$ cat config.mk
export PLATFORM = sky130hd
export DESIGN_NAME = y86_prefetch_fetch
export DESIGN_NICKNAME = d
export VERILOG_FILES = /design/src/rtl/y86_prefetch_fetch.sv
export SDC_FILE = /design/constraint.sdc
export NUM_CORES = 1
export LEC_CHECK = 0
export CAP_MARGIN = 20
export CORE_MARGIN = 8
export CORE_UTILIZATION = 25
export CTS_CLUSTER_DIAMETER = 80
export DETAILED_ROUTE_END_ITERATION = 6
export PLACE_DENSITY_LB_ADDON = 0.25
export SLEW_MARGIN = 20
export SYNTH_ARGS = -nofsm -noshare
export SYNTH_HDL_FRONTEND = slang
export SYNTH_SLANG_ARGS = --single-unit
$ cat constraint.sdc
create_clock -name clk_i -period 8.9 [get_ports clk_i]
set_clock_uncertainty 0.15 [all_clocks]
set_input_delay 0.89 -clock clk_i [delete_from_list [all_inputs] [get_ports clk_i]]
set_output_delay 0.89 -clock clk_i [all_outputs]
set_load 0.02 [all_outputs]
$ cat src/rtl/y86_prefetch_fetch.sv
// y86_prefetch_fetch: sequential Y86-64 fetch stage with a circular byte
// prefetch buffer. It fills the buffer from instruction memory over a
// req/ack port, finds the length of the instruction at the head, and hands
// the decoded fields to decode over valid/ready. It supports redirect/flush
// and halts after presenting an out-of-memory instruction.
module y86_prefetch_fetch #(
  parameter int                ADDR_W      = 64,
  parameter int                FETCH_BYTES = 4,
  parameter int                BUF_BYTES   = 16,
  parameter int                IMEM_SIZE   = 1024,
  parameter logic [ADDR_W-1:0] RESET_PC    = '0
) (
  input  logic                     clk_i,
  input  logic                     rst_n_i,
  input  logic                     redirect_i,
  input  logic [ADDR_W-1:0]        redirect_pc_i,
  output logic                     imem_req_o,
  output logic [ADDR_W-1:0]        imem_addr_o,
  input  logic                     imem_ack_i,
  input  logic [8*FETCH_BYTES-1:0] imem_rdata_i,
  output logic                     ins_valid_o,
  input  logic                     ins_ready_i,
  output logic [3:0]               icode_o,
  output logic [3:0]               ifunc_o,
  output logic [3:0]               rA_o,
  output logic [3:0]               rB_o,
  output logic [63:0]              valC_o,
  output logic [ADDR_W-1:0]        pc_o,
  output logic [ADDR_W-1:0]        valP_o,
  output logic                     instr_valid_o,
  output logic                     imem_error_o
);

  localparam int PW = $clog2(BUF_BYTES);
  localparam int CW = PW + 1;
  localparam logic [0:0] RUN      = 1'b0;
  localparam logic [0:0] ERR_HALT = 1'b1;
  // One extra bit so pc + len never wraps when compared against memory size.
  localparam logic [ADDR_W:0] MEM_LIM = (ADDR_W+1)'(IMEM_SIZE);

  logic [BUF_BYTES-1:0][7:0] byte_q;
  logic [PW-1:0]             head_q;
  logic [CW-1:0]             count_q;
  logic [ADDR_W-1:0]         pc_q;
  logic [ADDR_W-1:0]         fetch_pc_q;
  logic [0:0]                mode_q;

  logic [9:0][7:0] win;
  logic [3:0]      icode;
  logic            need_regids;
  logic            need_valc;
  logic [3:0]      len;
  logic [ADDR_W:0] end_ext;
  logic            err;
  logic            avail;
  logic            ack;
  logic            fire;
  logic            adv;
  logic [PW-1:0]   tail;

  // Ten-byte view starting at the head; positions at or past count read 0.
  for (genvar i = 0; i < 10; i++) begin : g_win
    logic [PW-1:0] idx;
    assign idx    = head_q + PW'(i);
    assign win[i] = (count_q > CW'(i)) ? byte_q[idx] : 8'h00;
  end

  assign icode = win[0][7:4];

  // Length decode from the head opcode; invalid icodes fall through as len 1.
  always_comb begin
    need_regids = 1'b0;
    need_valc   = 1'b0;
    case (icode)
      4'h2, 4'h6, 4'hA, 4'hB: need_regids = 1'b1;
      4'h3, 4'h4, 4'h5: begin
        need_regids = 1'b1;
        need_valc   = 1'b1;
      end
      4'h7, 4'h8: need_valc = 1'b1;
      default: ;
    endcase
  end

  assign len     = 4'd1 + {3'b000, need_regids} + (need_valc ? 4'd8 : 4'd0);
  assign end_ext = {1'b0, pc_q} + (ADDR_W+1)'(len);
  assign err     = ({1'b0, pc_q} >= MEM_LIM) | ((count_q != '0) & (end_ext > MEM_LIM));
  assign avail   = (count_q != '0) & (count_q >= CW'(len));

  // Reset gating keeps both handshakes quiet while rst_n_i is low.
  assign ins_valid_o = rst_n_i & ~redirect_i & (mode_q == RUN) & (avail | err);
  assign imem_req_o  = rst_n_i & ~redirect_i & (mode_q == RUN)
                     & ({1'b0, fetch_pc_q} < MEM_LIM)
                     & (({1'b0, count_q} + (CW+1)'(FETCH_BYTES)) <= (CW+1)'(BUF_BYTES));
  assign imem_addr_o = fetch_pc_q;

  assign icode_o       = icode;
  assign ifunc_o       = win[0][3:0];
  assign rA_o          = need_regids ? win[1][7:4] : 4'hF;
  assign rB_o          = need_regids ? win[1][3:0] : 4'hF;
  assign valC_o        = !need_valc ? 64'd0 : (need_regids ? win[9:2] : win[8:1]);
  assign pc_o          = pc_q;
  assign valP_o        = pc_q + ADDR_W'(len);
  assign instr_valid_o = (icode <= 4'hB);
  assign imem_error_o  = err;

  assign ack  = imem_req_o & imem_ack_i;
  assign fire = ins_valid_o & ins_ready_i;
  assign adv  = fire & ~err;
  // Room is guaranteed by the request rule, so the tail never hits live bytes.
  assign tail = head_q + count_q[PW-1:0];

  // Byte storage: append each acked beat at the tail.
  always_ff @(posedge clk_i or negedge rst_n_i) begin
    if (!rst_n_i) begin
      byte_q <= '0;
    end else if (!redirect_i && ack) begin
      for (int j = 0; j < FETCH_BYTES; j++)
        byte_q[tail + PW'(j)] <= imem_rdata_i[8*j +: 8];
    end
  end

  // Pointers, PCs and mode; redirect overrides any ack or fire in the cycle.
  always_ff @(posedge clk_i or negedge rst_n_i) begin
    if (!rst_n_i) begin
      head_q     <= '0;
      count_q    <= '0;
      pc_q       <= RESET_PC;
      fetch_pc_q <= RESET_PC;
      mode_q     <= RUN;
    end else if (redirect_i) begin
      head_q     <= '0;
      count_q    <= '0;
      pc_q       <= redirect_pc_i;
      fetch_pc_q <= redirect_pc_i;
      mode_q     <= RUN;
    end else begin
      if (ack)
        fetch_pc_q <= fetch_pc_q + ADDR_W'(FETCH_BYTES);
      if (adv) begin
        head_q <= head_q + PW'(len);
        pc_q   <= valP_o;
      end
      if (fire && err)
        mode_q <= ERR_HALT;
      count_q <= count_q + (ack ? CW'(FETCH_BYTES) : '0) - (adv ? CW'(len) : '0);
    end
  end

endmodule

==> metrics.txt <==
Final setup viols 0; area of all sequential standard cells 0.006663 sq mm; failing checks DRC; Nets 2730; CP max FO 11; critical path start-end classification register to output pin; vias after detailed routing 23020; clock transition at the registers of the reported paths 60 ps; max_cap viols 0; Port Buffers 376; Yosys reg bits 266; crit path max-delay cell type sky130_fd_sc_hd__nor4_1; post-layout instance area 0.02897 sq mm; total negative slack 0 ps; antenna violations before repair 3; synthesis-to-layout area growth 27.16%; share of the yosys chip area belonging to registers 29.22%; clock latency reported for the late side of the worst-skew pair 570 ps; Cell Chain, Critical Path or3_1, buf_4, or2_2, nor2_1, buf_4, a211oi_1, a21oi_1, mux2i_4, ha_1, inv_1, fa_1, and3b_1, o21ai_2, nor3_1, nand4_1, a2111o_1, nor4_1, nand3_1, o21ai_2, a31oi_1, clkdlybuf4s50_1; top-level I/O count 377; Hold Slack 126.0 ps; number of nets in the synthesized netlist 2466; depth of the worst register-to-register path 26; Critical Path Max Stage Delay 640 ps; Setup crit start count_q[4]$_DFF_PN0_; post-synth cell types 80; per-cell routed wire length 30.22 um; top cells by instance count after synthesis 302 x sky130_fd_sc_hd__nand2_1, 266 x sky130_fd_sc_hd__dfrtp_1, 184 x sky130_fd_sc_hd__mux4_2, 171 x sky130_fd_sc_hd__nor2_1, 136 x sky130_fd_sc_hd__o21ai_0; fin crit period 8408 ps; buffer cell driving the clock tree root sky130_fd_sc_hd__clkbuf_16; hpwl dp 89170 um; fraction of layout instances using a drive strength above 1 17.49%; fill count 9224; number of design rule violations left after detail routing 103; initial core utilization 25.27%; overall track demand over capacity in global routing 21.58%; Worst setup SP type register; final hold viol count 0; maximum number of pins on one net before global-route repair 140; via count of the first global-routing pass 22490; remaining global-route overflow 0; kind of cell adding the most delay to the critical path simple AND/OR/NAND/NOR gates; Routed Antenna Nets 0; power after layout 3516 uW; horizontal die dimension 317.9 um; Slew @ Worst Pin 1190 ps; Syn Std Cell Area 0.02278 sq mm; status finished with violations; main flop type after synthesis sky130_fd_sc_hd__dfrtp_1; DR vias/cell 6.058; Relative slew margins 20.11%; area enclosed by the die boundary 0.1010 sq mm; footprint of the multi-input gates 0.01520 sq mm; RSZ-0062 raised after global routing no; mean instance size in the synthesized netlist 9.764 sq um; CTS tree yes; H-tree depth 2; most instantiated library cell after synthesis sky130_fd_sc_hd__nand2_1; Arr. time, crit path 7370 ps; FFs w/ async S/R, synth 100.0%; Routed WL 114800 um; final weighted congestion in routability-driven placement 1.001; total of warnings raised by yosys 0; worst path bufs/invs 4; number of enable flip-flop cells after synthesis 0; leakage power 0.01046 uW; endpoint of the most critical setup path ins_valid_o; dpl cell area 0.02775 sq mm; synthesized instance count 2333; TritonCTS sink count 266; die span in y 317.9 um; Max Clk Rate 118.9 MHz; Worst R2R Setup Slack 1380 ps; Synth area leader sky130_fd_sc_hd__dfrtp_1; Reg2Reg Capture Point count_q[3]$_DFF_PN0_; Pre-Repair DR Iteration Count 7; number of max-slew violations in the final report 0; maximum root-to-sink buffer count 3; power density relative to cell area 121.4 mW/mm^2; Worst R2R Start count_q[4]$_DFF_PN0_; total number of cells along the worst setup path 21; critical path endpoint category output pin; worst vdd rail ir drop 0.1202 mV; core box area 0.09015 sq mm; TritonCTS buffer count 36; row cnt 110; First DRT Iteration DRCs 3941; post-route clock period utilization 94.47%; area fraction of the dominant cell type after synthesis 29.22%; type of the tightest min-delay check input port to asynchronous set/reset pin; global-route wire length before repair 166100 um; largest cells by area after synthesis sky130_fd_sc_hd__dfrtp_1 29%, sky130_fd_sc_hd__mux4_2 18%, sky130_fd_sc_hd__nand2_1 5.0%, sky130_fd_sc_hd__mux2_2 4.8%, sky130_fd_sc_hd__a222oi_1 4.8%; WP data required 7860 ps; antenna cells 0
-- registers in the layout (all words and copies together) (netlist names) --
register,count
byte_q,128
head_q,4
pc_o,64
mode_q,1
imem_addr_o,64
count_q,5
-- metal layers --
metal	routed length (um)	vias up	track usage (%)
met5	0	-	0
met4	3930	0	6.411
met3	12000	182	5.627
met2	52960	1494	35.05
met1	45940	11680	28.12
li1	-	9664	-
-- cell usage in the layout, fill, tap and decap left out, types with 10 or more instances in the layout --
cell and instances:
sky130_fd_sc_hd__buf_4 59, sky130_fd_sc_hd__a221oi_1 22, sky130_fd_sc_hd__a22o_1 85, sky130_fd_sc_hd__a21boi_0 110, sky130_fd_sc_hd__and4_1 12, sky130_fd_sc_hd__nand4_1 45
sky130_fd_sc_hd__a21oi_1 27, sky130_fd_sc_hd__mux2_2 97, sky130_fd_sc_hd__inv_1 52, sky130_fd_sc_hd__nor3_1 33, sky130_fd_sc_hd__ha_1 27, sky130_fd_sc_hd__o21ai_1 21
sky130_fd_sc_hd__clkdlybuf4s50_1 374, sky130_fd_sc_hd__and3_1 22, sky130_fd_sc_hd__mux2i_1 25, sky130_fd_sc_hd__o211ai_1 20, sky130_fd_sc_hd__nor2_1 166, sky130_fd_sc_hd__a222oi_1 109
sky130_fd_sc_hd__clkbuf_16 36, sky130_fd_sc_hd__o41ai_2 12, sky130_fd_sc_hd__mux4_2 184, sky130_fd_sc_hd__xor2_1 28, sky130_fd_sc_hd__nor4_1 49, sky130_fd_sc_hd__xnor2_1 63
sky130_fd_sc_hd__nand2b_1 10, sky130_fd_sc_hd__dfrtp_1 263, sky130_fd_sc_hd__o21ai_0 136, sky130_fd_sc_hd__a211oi_1 15, sky130_fd_sc_hd__nand3_1 48, sky130_fd_sc_hd__nand2_1 302
-- cell type report --
cell class | instances | area share [%]
timing repair buffer | 437 | 14.68
multi-input combinational | 1803 | 52.47
clock buffer | 46 | 3.412
sequential | 266 | 23.00
tap | 1176 | 5.080
clock inverter | 19 | 0.6652
inverter | 53 | 0.6868
-- repair_timing --
action                     4_1_cts  5_1_grt
gates resized for setup          0        1
hold buffers                     0        0
setup buffers                    0        1
setup endpoints to repair        0        2
-- report_power, final --
group / switching (uW) / total (uW) / internal (uW)
Combinational: 366 / 638 / 272
Clock: 615 / 1470 / 854
Sequential: 147 / 1410 / 1260
Total: 1130 / 3520 / 2390
-- cell families after synthesis --
group / Yosys count / share of synthesized area, %
adder cells (fa/ha/maj): 32 / 1.890
AO/OA/AOI/OAI: 614 / 20.30
buffers and inverters: 264 / 4.905
flip-flops: 266 / 29.22
XOR/XNOR: 93 / 3.576
multiplexers: 307 / 24.15
AND/OR/NAND/NOR: 757 / 15.97
-- worst min-delay path by stage --
stage	endpoint	cells after the start
3_5_place_dp	imem_addr_o[0]$_DFFE_PN0P_	2
3_3_place_gp	byte_q[58]$_DFFE_PN0P_	2
2_1_floorplan	byte_q[0]$_DFFE_PN0P_	2
6_report	imem_addr_o[42]$_DFFE_PN0N_	1
4_1_cts	mode_q$_DFFE_PN0P_	1
5_1_grt	mode_q$_DFFE_PN0P_	1
-- stage by stage --
step | utilization, % | setup WS [ps] | cells
finish | 32.13 | 492.0 | 3800
global route | 32.13 | 98.74 | 3800
CTS | 32.09 | 200.2 | 3799
detailed placement | 30.78 | 771.7 | 3734
global placement | 30.77 | 931.0 | 3734
floorplan | - | 1569 | 2333
Power figures use the tool's default switching activity.
